**config.mk**
```make
export PLATFORM = sky130hd
export DESIGN_NAME = pip_debug_resp_flat
export DESIGN_NICKNAME = d
export VERILOG_FILES = /design/src/rtl/pip_debug_pkg.sv /design/src/rtl/pipdebug_interface.sv /design/src/rtl/pip_debug_regport.sv /design/src/rtl/pip_debug_resp.sv /design/src/flat_wrapper.sv
export SDC_FILE = /design/constraint.sdc
export NUM_CORES = 1
export LEC_CHECK = 0
export CAP_MARGIN = 20
export CORE_AREA = 2 2 325 327
export DETAILED_ROUTE_END_ITERATION = 8
export DIE_AREA = 0 0 327 329
export MAX_ROUTING_LAYER = met4
export PLACE_DENSITY_LB_ADDON = 0.1
export SYNTH_ARGS = -nofsm -noshare
export SYNTH_HDL_FRONTEND = slang
export SYNTH_SLANG_ARGS = --single-unit
```
**constraint.sdc**
```tcl
create_clock -name clk_i -period 1.5 [get_ports clk_i]
set_input_delay 0.3 -clock clk_i [delete_from_list [all_inputs] [get_ports clk_i]]
set_output_delay 0.3 -clock clk_i [all_outputs]
set_load 0.05 [all_outputs]
```
**src/rtl/pip_debug_pkg.sv**
```systemverilog
// Shared types and constants for the PRV664 core-side debug responder.
// XLEN is the core data width used by every debug data path.
package pip_debug_pkg;

  localparam int unsigned XLEN = 64;

  typedef enum logic [1:0] {
    RUNNING  = 2'd0,
    DRAINING = 2'd1,
    HALTED   = 2'd2,
    RESUMING = 2'd3
  } dbg_state_t;

  localparam logic DBG_RESET_RUN = 1'b1;

endpackage

```
**src/rtl/pipdebug_interface.sv**
```systemverilog
// Debug channel between the debug module (master) and the core responder (slave).
interface pipdebug_interface;
  import pip_debug_pkg::*;

  logic [11:0]     csrindex;
  logic            csrwr;
  logic [XLEN-1:0] csrwdata;
  logic [XLEN-1:0] csrrdata;
  logic [4:0]      igprindex;
  logic            igprwr;
  logic [XLEN-1:0] igprwdata;
  logic [XLEN-1:0] igprrdata;
  logic [4:0]      fgprindex;
  logic            fgprwr;
  logic [XLEN-1:0] fgprwdata;
  logic [XLEN-1:0] fgprrdata;
  logic            haltreq;
  logic            halted;
  logic            resumereq;
  logic            run;

  modport master (
    output csrindex, csrwr, csrwdata, igprindex, igprwr, igprwdata,
    output fgprindex, fgprwr, fgprwdata, haltreq, resumereq,
    input  csrrdata, igprrdata, fgprrdata, halted, run
  );

  modport slave (
    input  csrindex, csrwr, csrwdata, igprindex, igprwr, igprwdata,
    input  fgprindex, fgprwr, fgprwdata, haltreq, resumereq,
    output csrrdata, igprrdata, fgprrdata, halted, run
  );

endinterface

```
**src/rtl/pip_debug_regport.sv**
```systemverilog
// One debug register-file port: write enable gated by the halted flag and a
// read-return register that only holds data while halted.
module pip_debug_regport
  import pip_debug_pkg::*;
#(
  parameter int unsigned Width = XLEN
) (
  input  logic             clk_i,
  input  logic             arst_n_i,
  input  logic             halted_i,
  input  logic             wr_i,
  input  logic [Width-1:0] rdata_i,
  output logic             wr_o,
  output logic [Width-1:0] rdata_o
);

  logic [Width-1:0] rdata_d, rdata_q;

  assign wr_o = wr_i & halted_i;

  always_comb begin
    rdata_d = '0;
    if (halted_i) rdata_d = rdata_i;
  end

  always_ff @(posedge clk_i or negedge arst_n_i) begin
    if (!arst_n_i) rdata_q <= '0;
    else           rdata_q <= rdata_d;
  end

  assign rdata_o = rdata_q;

endmodule

```
**src/rtl/pip_debug_resp.sv**
```systemverilog
// Core-side debug responder: halt/resume FSM plus halted-only register access.
// Define PRV664_DEBUG_FPR_EN to implement the FP-GPR access path.
module pip_debug_resp
  import pip_debug_pkg::*;
(
  input  logic              clk_i,
  input  logic              arst_n_i,
  pipdebug_interface.slave  dbg,
  output logic              pip_halt_o,
  input  logic              pip_idle_i,
  output logic              pip_resume_o,
  output logic [11:0]       csr_index_o,
  output logic              csr_wr_o,
  output logic [XLEN-1:0]   csr_wdata_o,
  input  logic [XLEN-1:0]   csr_rdata_i,
  output logic [4:0]        igpr_index_o,
  output logic              igpr_wr_o,
  output logic [XLEN-1:0]   igpr_wdata_o,
  input  logic [XLEN-1:0]   igpr_rdata_i,
  output logic [4:0]        fgpr_index_o,
  output logic              fgpr_wr_o,
  output logic [XLEN-1:0]   fgpr_wdata_o,
  input  logic [XLEN-1:0]   fgpr_rdata_i
);

  dbg_state_t state_d, state_q;
  logic halted_q, run_q, halt_q, resume_q;

  always_comb begin
    state_d = state_q;
    unique case (state_q)
      RUNNING:  if (dbg.haltreq)   state_d = DRAINING;
      DRAINING: if (pip_idle_i)    state_d = HALTED;
      HALTED:   if (dbg.resumereq) state_d = RESUMING;
      RESUMING:                    state_d = RUNNING;
    endcase
  end

  // Status outputs are flopped from the next state so they track state_q exactly.
  always_ff @(posedge clk_i or negedge arst_n_i) begin
    if (!arst_n_i) begin
      state_q  <= RUNNING;
      halted_q <= 1'b0;
      run_q    <= DBG_RESET_RUN;
      halt_q   <= 1'b0;
      resume_q <= 1'b0;
    end else begin
      state_q  <= state_d;
      halted_q <= (state_d == HALTED);
      run_q    <= (state_d == RUNNING);
      halt_q   <= (state_d == DRAINING) || (state_d == HALTED);
      resume_q <= (state_d == RESUMING);
    end
  end

  assign dbg.halted   = halted_q;
  assign dbg.run      = run_q;
  assign pip_halt_o   = halt_q;
  assign pip_resume_o = resume_q;

  assign csr_index_o  = dbg.csrindex;
  assign csr_wdata_o  = dbg.csrwdata;
  assign igpr_index_o = dbg.igprindex;
  assign igpr_wdata_o = dbg.igprwdata;

  pip_debug_regport #(.Width(XLEN)) u_csr_port (
    .clk_i    (clk_i),
    .arst_n_i (arst_n_i),
    .halted_i (halted_q),
    .wr_i     (dbg.csrwr),
    .rdata_i  (csr_rdata_i),
    .wr_o     (csr_wr_o),
    .rdata_o  (dbg.csrrdata)
  );

  pip_debug_regport #(.Width(XLEN)) u_igpr_port (
    .clk_i    (clk_i),
    .arst_n_i (arst_n_i),
    .halted_i (halted_q),
    .wr_i     (dbg.igprwr),
    .rdata_i  (igpr_rdata_i),
    .wr_o     (igpr_wr_o),
    .rdata_o  (dbg.igprrdata)
  );

`ifdef PRV664_DEBUG_FPR_EN
  assign fgpr_index_o = dbg.fgprindex;
  assign fgpr_wdata_o = dbg.fgprwdata;

  pip_debug_regport #(.Width(XLEN)) u_fgpr_port (
    .clk_i    (clk_i),
    .arst_n_i (arst_n_i),
    .halted_i (halted_q),
    .wr_i     (dbg.fgprwr),
    .rdata_i  (fgpr_rdata_i),
    .wr_o     (fgpr_wr_o),
    .rdata_o  (dbg.fgprrdata)
  );
`else
  logic unused_fgpr;
  assign unused_fgpr   = ^{fgpr_rdata_i, dbg.fgprwr, dbg.fgprindex, dbg.fgprwdata};
  assign fgpr_index_o  = '0;
  assign fgpr_wdata_o  = '0;
  assign fgpr_wr_o     = 1'b0;
  assign dbg.fgprrdata = '0;
`endif

endmodule

```
**src/flat_wrapper.sv**
```systemverilog
// flat-port wrapper written by rule: the top's interface ports become plain ports
module pip_debug_resp_flat import pip_debug_pkg::*;
  (clk_i, arst_n_i, pip_halt_o, pip_idle_i, pip_resume_o, csr_index_o, csr_wr_o, csr_wdata_o, csr_rdata_i, igpr_index_o, igpr_wr_o, igpr_wdata_o, igpr_rdata_i, fgpr_index_o, fgpr_wr_o, fgpr_wdata_o, fgpr_rdata_i, dbg_csrindex, dbg_csrwr, dbg_csrwdata, dbg_igprindex, dbg_igprwr, dbg_igprwdata, dbg_fgprindex, dbg_fgprwr, dbg_fgprwdata, dbg_haltreq, dbg_resumereq, dbg_csrrdata, dbg_igprrdata, dbg_fgprrdata, dbg_halted, dbg_run);
  pipdebug_interface dbg_i ();
  input  logic clk_i;
  input  logic arst_n_i;
  output logic pip_halt_o;
  input  logic pip_idle_i;
  output logic pip_resume_o;
  output logic [11:0] csr_index_o;
  output logic csr_wr_o;
  output logic [XLEN-1:0] csr_wdata_o;
  input  logic [XLEN-1:0] csr_rdata_i;
  output logic [4:0] igpr_index_o;
  output logic igpr_wr_o;
  output logic [XLEN-1:0] igpr_wdata_o;
  input  logic [XLEN-1:0] igpr_rdata_i;
  output logic [4:0] fgpr_index_o;
  output logic fgpr_wr_o;
  output logic [XLEN-1:0] fgpr_wdata_o;
  input  logic [XLEN-1:0] fgpr_rdata_i;
  input wire logic [$bits(dbg_i.csrindex)-1:0] dbg_csrindex;
  input wire logic [$bits(dbg_i.csrwr)-1:0] dbg_csrwr;
  input wire logic [$bits(dbg_i.csrwdata)-1:0] dbg_csrwdata;
  input wire logic [$bits(dbg_i.igprindex)-1:0] dbg_igprindex;
  input wire logic [$bits(dbg_i.igprwr)-1:0] dbg_igprwr;
  input wire logic [$bits(dbg_i.igprwdata)-1:0] dbg_igprwdata;
  input wire logic [$bits(dbg_i.fgprindex)-1:0] dbg_fgprindex;
  input wire logic [$bits(dbg_i.fgprwr)-1:0] dbg_fgprwr;
  input wire logic [$bits(dbg_i.fgprwdata)-1:0] dbg_fgprwdata;
  input wire logic [$bits(dbg_i.haltreq)-1:0] dbg_haltreq;
  input wire logic [$bits(dbg_i.resumereq)-1:0] dbg_resumereq;
  output wire logic [$bits(dbg_i.csrrdata)-1:0] dbg_csrrdata;
  output wire logic [$bits(dbg_i.igprrdata)-1:0] dbg_igprrdata;
  output wire logic [$bits(dbg_i.fgprrdata)-1:0] dbg_fgprrdata;
  output wire logic [$bits(dbg_i.halted)-1:0] dbg_halted;
  output wire logic [$bits(dbg_i.run)-1:0] dbg_run;
  assign dbg_i.csrindex = dbg_csrindex;
  assign dbg_i.csrwr = dbg_csrwr;
  assign dbg_i.csrwdata = dbg_csrwdata;
  assign dbg_i.igprindex = dbg_igprindex;
  assign dbg_i.igprwr = dbg_igprwr;
  assign dbg_i.igprwdata = dbg_igprwdata;
  assign dbg_i.fgprindex = dbg_fgprindex;
  assign dbg_i.fgprwr = dbg_fgprwr;
  assign dbg_i.fgprwdata = dbg_fgprwdata;
  assign dbg_i.haltreq = dbg_haltreq;
  assign dbg_i.resumereq = dbg_resumereq;
  assign dbg_csrrdata = dbg_i.csrrdata;
  assign dbg_igprrdata = dbg_i.igprrdata;
  assign dbg_fgprrdata = dbg_i.fgprrdata;
  assign dbg_halted = dbg_i.halted;
  assign dbg_run = dbg_i.run;
  pip_debug_resp u_core (.clk_i(clk_i), .arst_n_i(arst_n_i), .dbg(dbg_i), .pip_halt_o(pip_halt_o), .pip_idle_i(pip_idle_i), .pip_resume_o(pip_resume_o), .csr_index_o(csr_index_o), .csr_wr_o(csr_wr_o), .csr_wdata_o(csr_wdata_o), .csr_rdata_i(csr_rdata_i), .igpr_index_o(igpr_index_o), .igpr_wr_o(igpr_wr_o), .igpr_wdata_o(igpr_wdata_o), .igpr_rdata_i(igpr_rdata_i), .fgpr_index_o(fgpr_index_o), .fgpr_wr_o(fgpr_wr_o), .fgpr_wdata_o(fgpr_wdata_o), .fgpr_rdata_i(fgpr_rdata_i));
endmodule
```
* Word-level counts from Yosys, hierarchy flattened
Cells that the tools add are included.
** Storage, ports and cells
- Input port bits :: 414
- Word-level logic and storage cells :: 24
- Flip-flop bits (word level) :: 134
** Operators by class
- Reduce and logical (&&, ||, !) cells :: 3
- Bitwise operators :: 2
- Muxes and demuxes :: 6
- Eq/ne operators :: 6
** Operators by type and width (count)
- 64-bit 2-to-1 mux :: 2
- 2-bit == test, second input constant :: 4
- 2-bit one-hot mux with 4 select lines :: 1
- 2-bit 2-to-1 mux :: 3
- 2-bit by 1-bit == test with 1-bit output, second input constant :: 2
- 2-bit logical NOT :: 2
- 1-bit bitwise AND :: 2
- 1-bit logical OR :: 1

* Logic depth before layout (Yosys ltp)
Gate-level depths: netlist of run 1.
- Word-level depth :: 4
- Mapped depth :: 3
- Depth with buffers taken out :: 3

* Cells and area by module
Synthesis of run 1 repeated with hierarchy kept, for this count alone.
** Second synthesis, totals
- Cell total of the unflattened synthesis :: 569
- Area total of the unflattened synthesis :: 6505.0 um^2
** By module, submodules not included
- pip_debug_regport :: area an instance 2080.7 um^2, cells an instance 136, seq. area each 1601.5 um^2, instances 2
- pip_debug_resp :: area an instance 2343.5 um^2, cells an instance 297, seq. area each 151.4 um^2, instances 1

* Worst setup path after synthesis of run 1
OpenSTA, ideal clock, no wires.
- Kind :: reg-to-output
- Start :: reg u_core.halted_q, in the netlist u_core.dbg.halted
- End :: out csr_wr_o
- Path slack :: -0.129 ns
- Stages on the path, launching flop included :: 3
- Data arrival time :: 1.329 ns
- Data required time :: 1.200 ns
- Cells stage by stage :: dfrtp_1 -> buf_2 -> and2_1
** On the way
- Longest elaborated chain between the ends :: 1
** RTL lines
- from (decl) :: line pip_debug_resp.sv:27 : logic halted_q, run_q, halt_q, resume_q;
- from (signal assigned) :: line pip_debug_resp.sv:49 : halted_q <= (state_d == HALTED);
- 1-bit bitwise AND :: line pip_debug_regport.sv:19 : assign wr_o = wr_i & halted_i;
- to (decl) :: line flat_wrapper.sv:11 : output logic csr_wr_o;
No other way between the ends.

* Worst setup path in the final report of run 1
- Start :: reg u_core.halted_q, in the netlist u_core.dbg.halted
- End :: out igpr_wr_o
** On the way
- Longest elaborated chain between the ends :: 1
** RTL lines
- 1-bit bitwise AND :: line pip_debug_regport.sv:19
- to (decl) :: line flat_wrapper.sv:15 : output logic igpr_wr_o;
No other way between the ends.

==> reports/metrics.csv, run 1 <==
stage,metric,value,unit
detailed_routing,viasPerCell,1.86,
setup_path,worst-path-max-fanout,5,
placed_design,dpl-instance-area,10700,sq um
flow_run,drv_cap,0,
timing,post-route-period-util,1.10,
setup_path,path_buf_inv,1,
placed_design,hpwl,25800,um
setup_path,path_cells,and2_4 > buf_12,
detailed_routing,wirelength,31800,um
grt,grt_max_degree,36,
setup_path,path_depth,2,
cells_and_area,final_nets,1137,
setup_path,cp.arrival,1.34,ns
cts,numClockSinks,134,
synth,synth_area,6510,sq um
synth,syn-mean-instance-area,11.4,sq um
setup_path,setup.worst_path.start_class,flip-flop,
setup_path,crit_required,1.20,ns
grt,grt_overflow_total,0,
cells_and_area,register_area,3360,sq um
placed_design,dp_cells,2086,
status,status,"complete, but fails checks",
detailed_routing,drtAntennaViolNets,0,
timing,hold_viol,0,
synth,ys_top_cells_by_area,"dfrtp_1 (51%), buf_4 (32%), and2_1 (12%)",
floorplan,core,104000,sq um
floorplan,dieArea,108000,sq um
setup_path,crit_path_end,igpr_wr_o,
synth,postSynthCellCount,571,
floorplan,ios,827,
grt,grt_usage,0.0599,
detailed_routing,num_vias,3957,
setup_path,worstReg2RegEnd,u_core.u_csr_port.rdata_o[6]$_DFF_PN0_,
cts,cts_tree,yes,
setup_path,rr_worst_depth,4,
cts,root_buffer,clkbuf_16,
cts,clkTransAtPathRegs,0.06,ns
timing,fmax,608,MHz
placed_design,io_buffers,268,
cells_and_area,fin_area,11500,sq um
timing,setup_viol,3,
timing,setup_ws,-0.145,ns
placed_design,place_ws,-0.269,ns
grt,grt_pass1_wl,40000,um
grt,use_met2,0.0816,
synth,netlist.area_leader.share,0.511,
min_path,hold_class,input port to asynchronous set/reset pin,
cells_and_area,areaGrowthSynthToFinish,76.2,%
placed_design,gp_congestion,0.658,
cells_and_area,post-route-util,0.110,
grt,antenna_found_initial,9,
floorplan,initial_core_util,0.0624,
grt,grt-busiest-layer,met2,
setup_path,cpLargestDelayFamily,flip-flops,
pwr,irDropWorstVdd,705,uV
timing,finalCriticalPeriod,1.64,ns
detailed_routing,drt_first_pass_iters,4,
floorplan,rows,119,
pwr,p_leak,4.78,nW
pwr,power.density,1760,nW/um^2
floorplan,dieHeight,329,um
synth,synth.distinct_cells,14,
cells_and_area,multiInputGateArea,1420,sq um
synth,synth_seq_cells,134,
setup_path,startpoint,u_core.dbg.halted$_DFF_PN0_,
cts,clock_latency,0.48,ns
setup_path,cp_slowest_stage_delay,0.55,ns
grt,first_global_vias,3968,
cts,cts_buffers,17,
detailed_routing,drc,0,
cts,clockBufferDepth,2,
cells_and_area,final_layout_size_suffix_gt1_frac,0.261,
setup_path,crit_path_end_kind,output port,
synth,ys_seq_area_frac,0.515,
cells_and_area,instances_no_fill,2132,
grt,met3_usage,0.0502,
detailed_routing,wl_per_cell,14.9,um
cells_and_area,nFillCells,11900,
timing,grt_setup_unrepaired,yes,
cts,htreeDepth,4,
floorplan,die_w,327,um
timing,timing.final.max_slew_violations,0,
synth,ys_async_sr_fraction,1.00,
synth,ys.flop_type,dfrtp_1,
setup_path,r2r_slack,0.12,ns
status,violations,negative setup slack,
timing,fin_worst_skew,0.0160,ns
synth,yosys.area.top_type,dfrtp_1,
setup_path,critPathKind,flip-flop to output port,
synth,yosysWarningCount,0,
synth,synth_edf_count,0,
detailed_routing,drt_iter0_drc,149,
setup_path,worst_path_max_delay_cell,dfrtp_4,
grt,grt_util_met1,0.0607,
setup_path,rr_startpoint,u_core.dbg.halted$_DFF_PN0_,
[cell usage after synthesis, types with 3 or more instances]
cell,n
and2_1,130
buf_2,3
buf_4,279
buf_6,11
dfrtp_1,133
ha_1,3
o21a_1,3
o21ai_0,3
[registers in the layout (all words and copies together) (netlist names)]
signal                      flops
u_core.dbg.run                  1
u_core.pip_halt_o               1
u_core.u_csr_port.rdata_o      64
u_core.dbg.halted               1
u_core.u_igpr_port.rdata_o     64
u_core.state_q                  2
u_core.pip_resume_o             1
[worst min-delay path by stage]
stage                                               endpoint  slack (ns)  cells past startpoint
finish               u_core.u_csr_port.rdata_o[60]$_DFF_PN0_        0.32                      2
global route         u_core.u_csr_port.rdata_o[34]$_DFF_PN0_        0.31                      2
CTS                  u_core.u_csr_port.rdata_o[60]$_DFF_PN0_        0.28                      2
detailed placement  u_core.u_igpr_port.rdata_o[30]$_DFF_PN0_        0.26                      1
global placement     u_core.u_csr_port.rdata_o[60]$_DFF_PN0_        0.26                      1
floorplan                        u_core.dbg.halted$_DFF_PN0_       0.004                      0
[final cells by class]
class	count	area share
Clock buffer	21	0.0401
Multi-Input combinational cell	276	0.124
Timing Repair Buffer	290	0.374
Clock inverter	11	0.0149
Tap cell	1391	0.152
Inverter	1	0.000327
Sequential cell	134	0.293
Antenna cell	8	0.00175
[layer usage]
metal / up-vias / wire, um
met1: 1785 / 11900
li1: 1631 / -
met2: 444 / 13300
met3: 97 / 5460
met5: - / 0
met4: 0 / 1070
[kinds of logic (layout without fill, tap and decap cells)]
family | Yosys count | in the layout | share of synthesized area
other | 1 | 142 | 0.000576
buffers and inverters | 294 | 323 | 0.344
and+or+nand+nor | 131 | 131 | 0.126
DFF | 134 | 134 | 0.515
muxes | 1 | 1 | 0.00231
AOI/OAI and AO/OA | 7 | 7 | 0.00653
adders and majority gates | 3 | 3 | 0.00577
[placed cells by master, fill, tap and decap left out, types with 2 or more instances in the layout]
master	n
conb_1	134
inv_6	2
bufinv_16	4
buf_12	140
buf_4	14
and2_4	2
clkinvlp_4	2
clkinv_2	2
clkdlybuf4s50_1	133
o21ai_0	3
clkbuf_8	2
clkbuf_1	2
dfrtp_1	132
ha_1	3
clkbuf_16	17
diode_2	8
and2_1	128
o21a_1	3
[repair_timing]
item | 4_1_cts | 5_1_grt
hold buffers | 1 | 0
endpoints found under the hold margin | 21 | 0
setup endpoints to repair | 4 | 4
resized for setup | 2 | 0
gates cloned | 1 | 0
setup buffers | 4 | 0
[stage by stage]
stage | hold slack (ns) | power (mW) | TNS (ns)
5_1_grt | 0.309 | 21.2 | -0.687
6_report | 0.320 | 20.2 | -0.410
3_3_place_gp | 0.261 | 15.6 | -1.01
4_1_cts | 0.281 | 20.9 | -0.700
2_1_floorplan | 0.00441 | 11.2 | 0
3_5_place_dp | 0.259 | 15.5 | -0.969
[power by group]
| group | leakage, nW | switching [mW] | internal, mW |
|---|---|---|---|
| Combinational | 2.65 | 5.57 | 4.50 |
| Sequential | 1.82 | 0.795 | 4.54 |
| Clock | 0.304 | 1.90 | 2.88 |
| Total | 4.78 | 8.27 | 11.9 |
No activity file was read; power rests on OpenSTA's default activity.
==> run 2: changes to the inputs <==
CORE_AREA = 2 2 323 325   (was 2 2 325 327)
CTS_CLUSTER_SIZE = 28   (was not set)
DIE_AREA = 0 0 325 327   (was 0 0 327 329)
clock period = 2.1 ns   (was 1.5 ns; I/O delays follow)
==> reports/metrics.csv, run 2 (synthesis gave the netlist of run 1 again) <==
stage,metric,value,unit
status,status,completed,
detailed_routing,drtAntennaViolNets,0,
pwr,p_sw,5.54,mW
cts,root_buffer,clkbuf_16,
setup_path,cp_slowest_stage_delay,0.80,ns
setup_path,worst_path_max_delay_cell,clkdlybuf4s50_1,
setup_path,setup.worst_path.start_class,flip-flop,
timing,worst_pin_slew,0.647,ns
placed_design,place_ws,0.308,ns
pwr,power_frac_clock,0.268,
timing,hold_viol,0,
cts,clockBufferDepth,2,
timing,setup_tns,0,ns
cells_and_area,final_nets,1126,
pwr,internal_power,6.48,mW
grt,antenna_found_initial,7,
cts,cts_tree,yes,
floorplan,initial_core_util,0.0633,
detailed_routing,num_vias,3892,
min_path,hold_class,input port to asynchronous set/reset pin,
timing,fmax,494,MHz
detailed_routing,drc,0,
floorplan,core,103000,sq um
setup_path,r2r_slack,0.63,ns
grt,first_global_vias,3877,
floorplan,rows,118,
setup_path,critPathKind,flip-flop to output port,
placed_design,gp_congestion,0.671,
setup_path,cpLargestDelayFamily,buffers and inverters,
setup_path,rr_worst_depth,2,
setup_path,worstReg2RegEnd,u_core.u_csr_port.rdata_o[36]$_DFF_PN0_,
setup_path,crit_path_end_kind,output port,
grt,grt_usage,0.0648,
cells_and_area,nFillCells,12000,
cells_and_area,layout_commonest_cell,clkdlybuf4s50_1,
detailed_routing,viasPerCell,1.85,
cts,htreeDepth,4,
cts,cts_buffers,17,
cts,numClockSinks,134,
setup_path,crit_required,1.68,ns
floorplan,dieArea,106000,sq um
flow_run,drv_cap,0,
floorplan,dieHeight,327,um
placed_design,hpwl,27900,um
pwr,combPwrFrac,0.445,
placed_design,io_buffers,268,
timing,post-route-period-util,0.964,
timing,setup_ws,0.0766,ns
detailed_routing,drt_first_pass_iters,4,
setup_path,rr_startpoint,u_core.dbg.halted$_DFF_PN0_,
timing,timing.final.max_slew_violations,0,
grt,grt_max_degree,64,
cells_and_area,final_layout_size_suffix_gt1_frac,0.101,
cells_and_area,mostFrequentLayoutCells,"clkdlybuf4s50_1 (169), conb_1 (134), dfrtp_1 (132)",
pwr,p_leak,4.44,nW
floorplan,ios,827,
cts,clkTransAtPathRegs,0.07,ns
timing,slew_headroom,0.568,
cells_and_area,post-route-util,0.0952,
setup_path,cp.arrival,1.60,ns
timing,grt_setup_unrepaired,no,
timing,hold_slack,0.403,ns
grt,grt_overflow_total,0,
cells_and_area,instances_no_fill,2107,
timing,fin_worst_skew,0.0155,ns
floorplan,die_w,325,um
placed_design,dp_cells,2068,
pwr,sw_frac_of_total,0.461,
detailed_routing,drt_iter0_drc,99,
pwr,p_seq_frac,0.287,
grt,grt_pass1_wl,42300,um
pwr,irDropWorstVdd,464,uV
detailed_routing,wl_per_cell,16.1,um
setup_path,path_buf_inv,1,
timing,setup_viol,0,
pwr,power.density,1230,nW/um^2
setup_path,path_cells,clkdlybuf4s50_1,
setup_path,worst-path-max-fanout,1,
timing,finalCriticalPeriod,2.02,ns
cts,clock_latency,0.48,ns
detailed_routing,wirelength,33900,um
cells_and_area,areaGrowthSynthToFinish,50.5,%
[run 2: final cells by class]
type / count / area (sq um) / share of cell area
Multi-Input combinational cell: 276 / 1420 / 0.145
Inverter: 1 / 3.75 / 0.000383
Clock inverter: 10 / 123 / 0.0125
Clock buffer: 22 / 464 / 0.0474
Timing Repair Buffer: 279 / 2690 / 0.275
Antenna cell: 5 / 12.5 / 0.00128
Sequential cell: 134 / 3360 / 0.343
Tap cell: 1380 / 1730 / 0.176
[run 2: repair_timing]
action                                  CTS  global route
endpoints found under the setup margin   63             7
hold buffers                              1             0
resized for setup                        63             5
setup buffers                             0             1
pin swaps                                 0             0
endpoints found under the hold margin    27             0
[run 2: worst max-delay path by stage]
stage	endpoint	cells after the start	slack [ns]	from
after global placement	u_core.pip_halt_o$_DFF_PN0_	4	0.33	dbg_haltreq
after floorplan	csr_wr_o	2	0.35	u_core.dbg.halted$_DFF_PN0_
after global routing	dbg_igprrdata[25]	1	0.0007	u_core.u_igpr_port.rdata_o[25]$_DFF_PN0_
final	dbg_igprrdata[18]	1	0.08	u_core.u_igpr_port.rdata_o[18]$_DFF_PN0_
after CTS	dbg_igprrdata[27]	1	0.0001	u_core.u_igpr_port.rdata_o[27]$_DFF_PN0_
after detailed placement	u_core.pip_halt_o$_DFF_PN0_	4	0.31	dbg_haltreq
[run 2: power by group through the flow]
| stage | combinational (mW) | sequential, mW | clock (mW) |
|---|---|---|---|
| finish | 5.35 | 3.45 | 3.23 |
| global route | 5.67 | 3.54 | 3.54 |
| CTS | 5.46 | 3.50 | 3.49 |
| detailed placement | 5.65 | 3.56 | 0 |
| global placement | 5.71 | 3.56 | 0 |
| floorplan | 2.32 | 5.70 | 0 |
[run 2: stage by stage]
stage | cell area (sq um) | power [mW]
detailed placement | 9250 | 9.22
finish | 9800 | 12.0
floorplan | 7010 | 8.02
global route | 9790 | 12.7
global placement | 9250 | 9.27
CTS | 9760 | 12.5
[run 2: routing by layer]
metal | share of wire | track usage
met1 | 0.36 | 0.0638
met2 | 0.45 | 0.0955
met3 | 0.15 | 0.0481
met4 | 0.035 | 0.0284
met5 | 0 | -
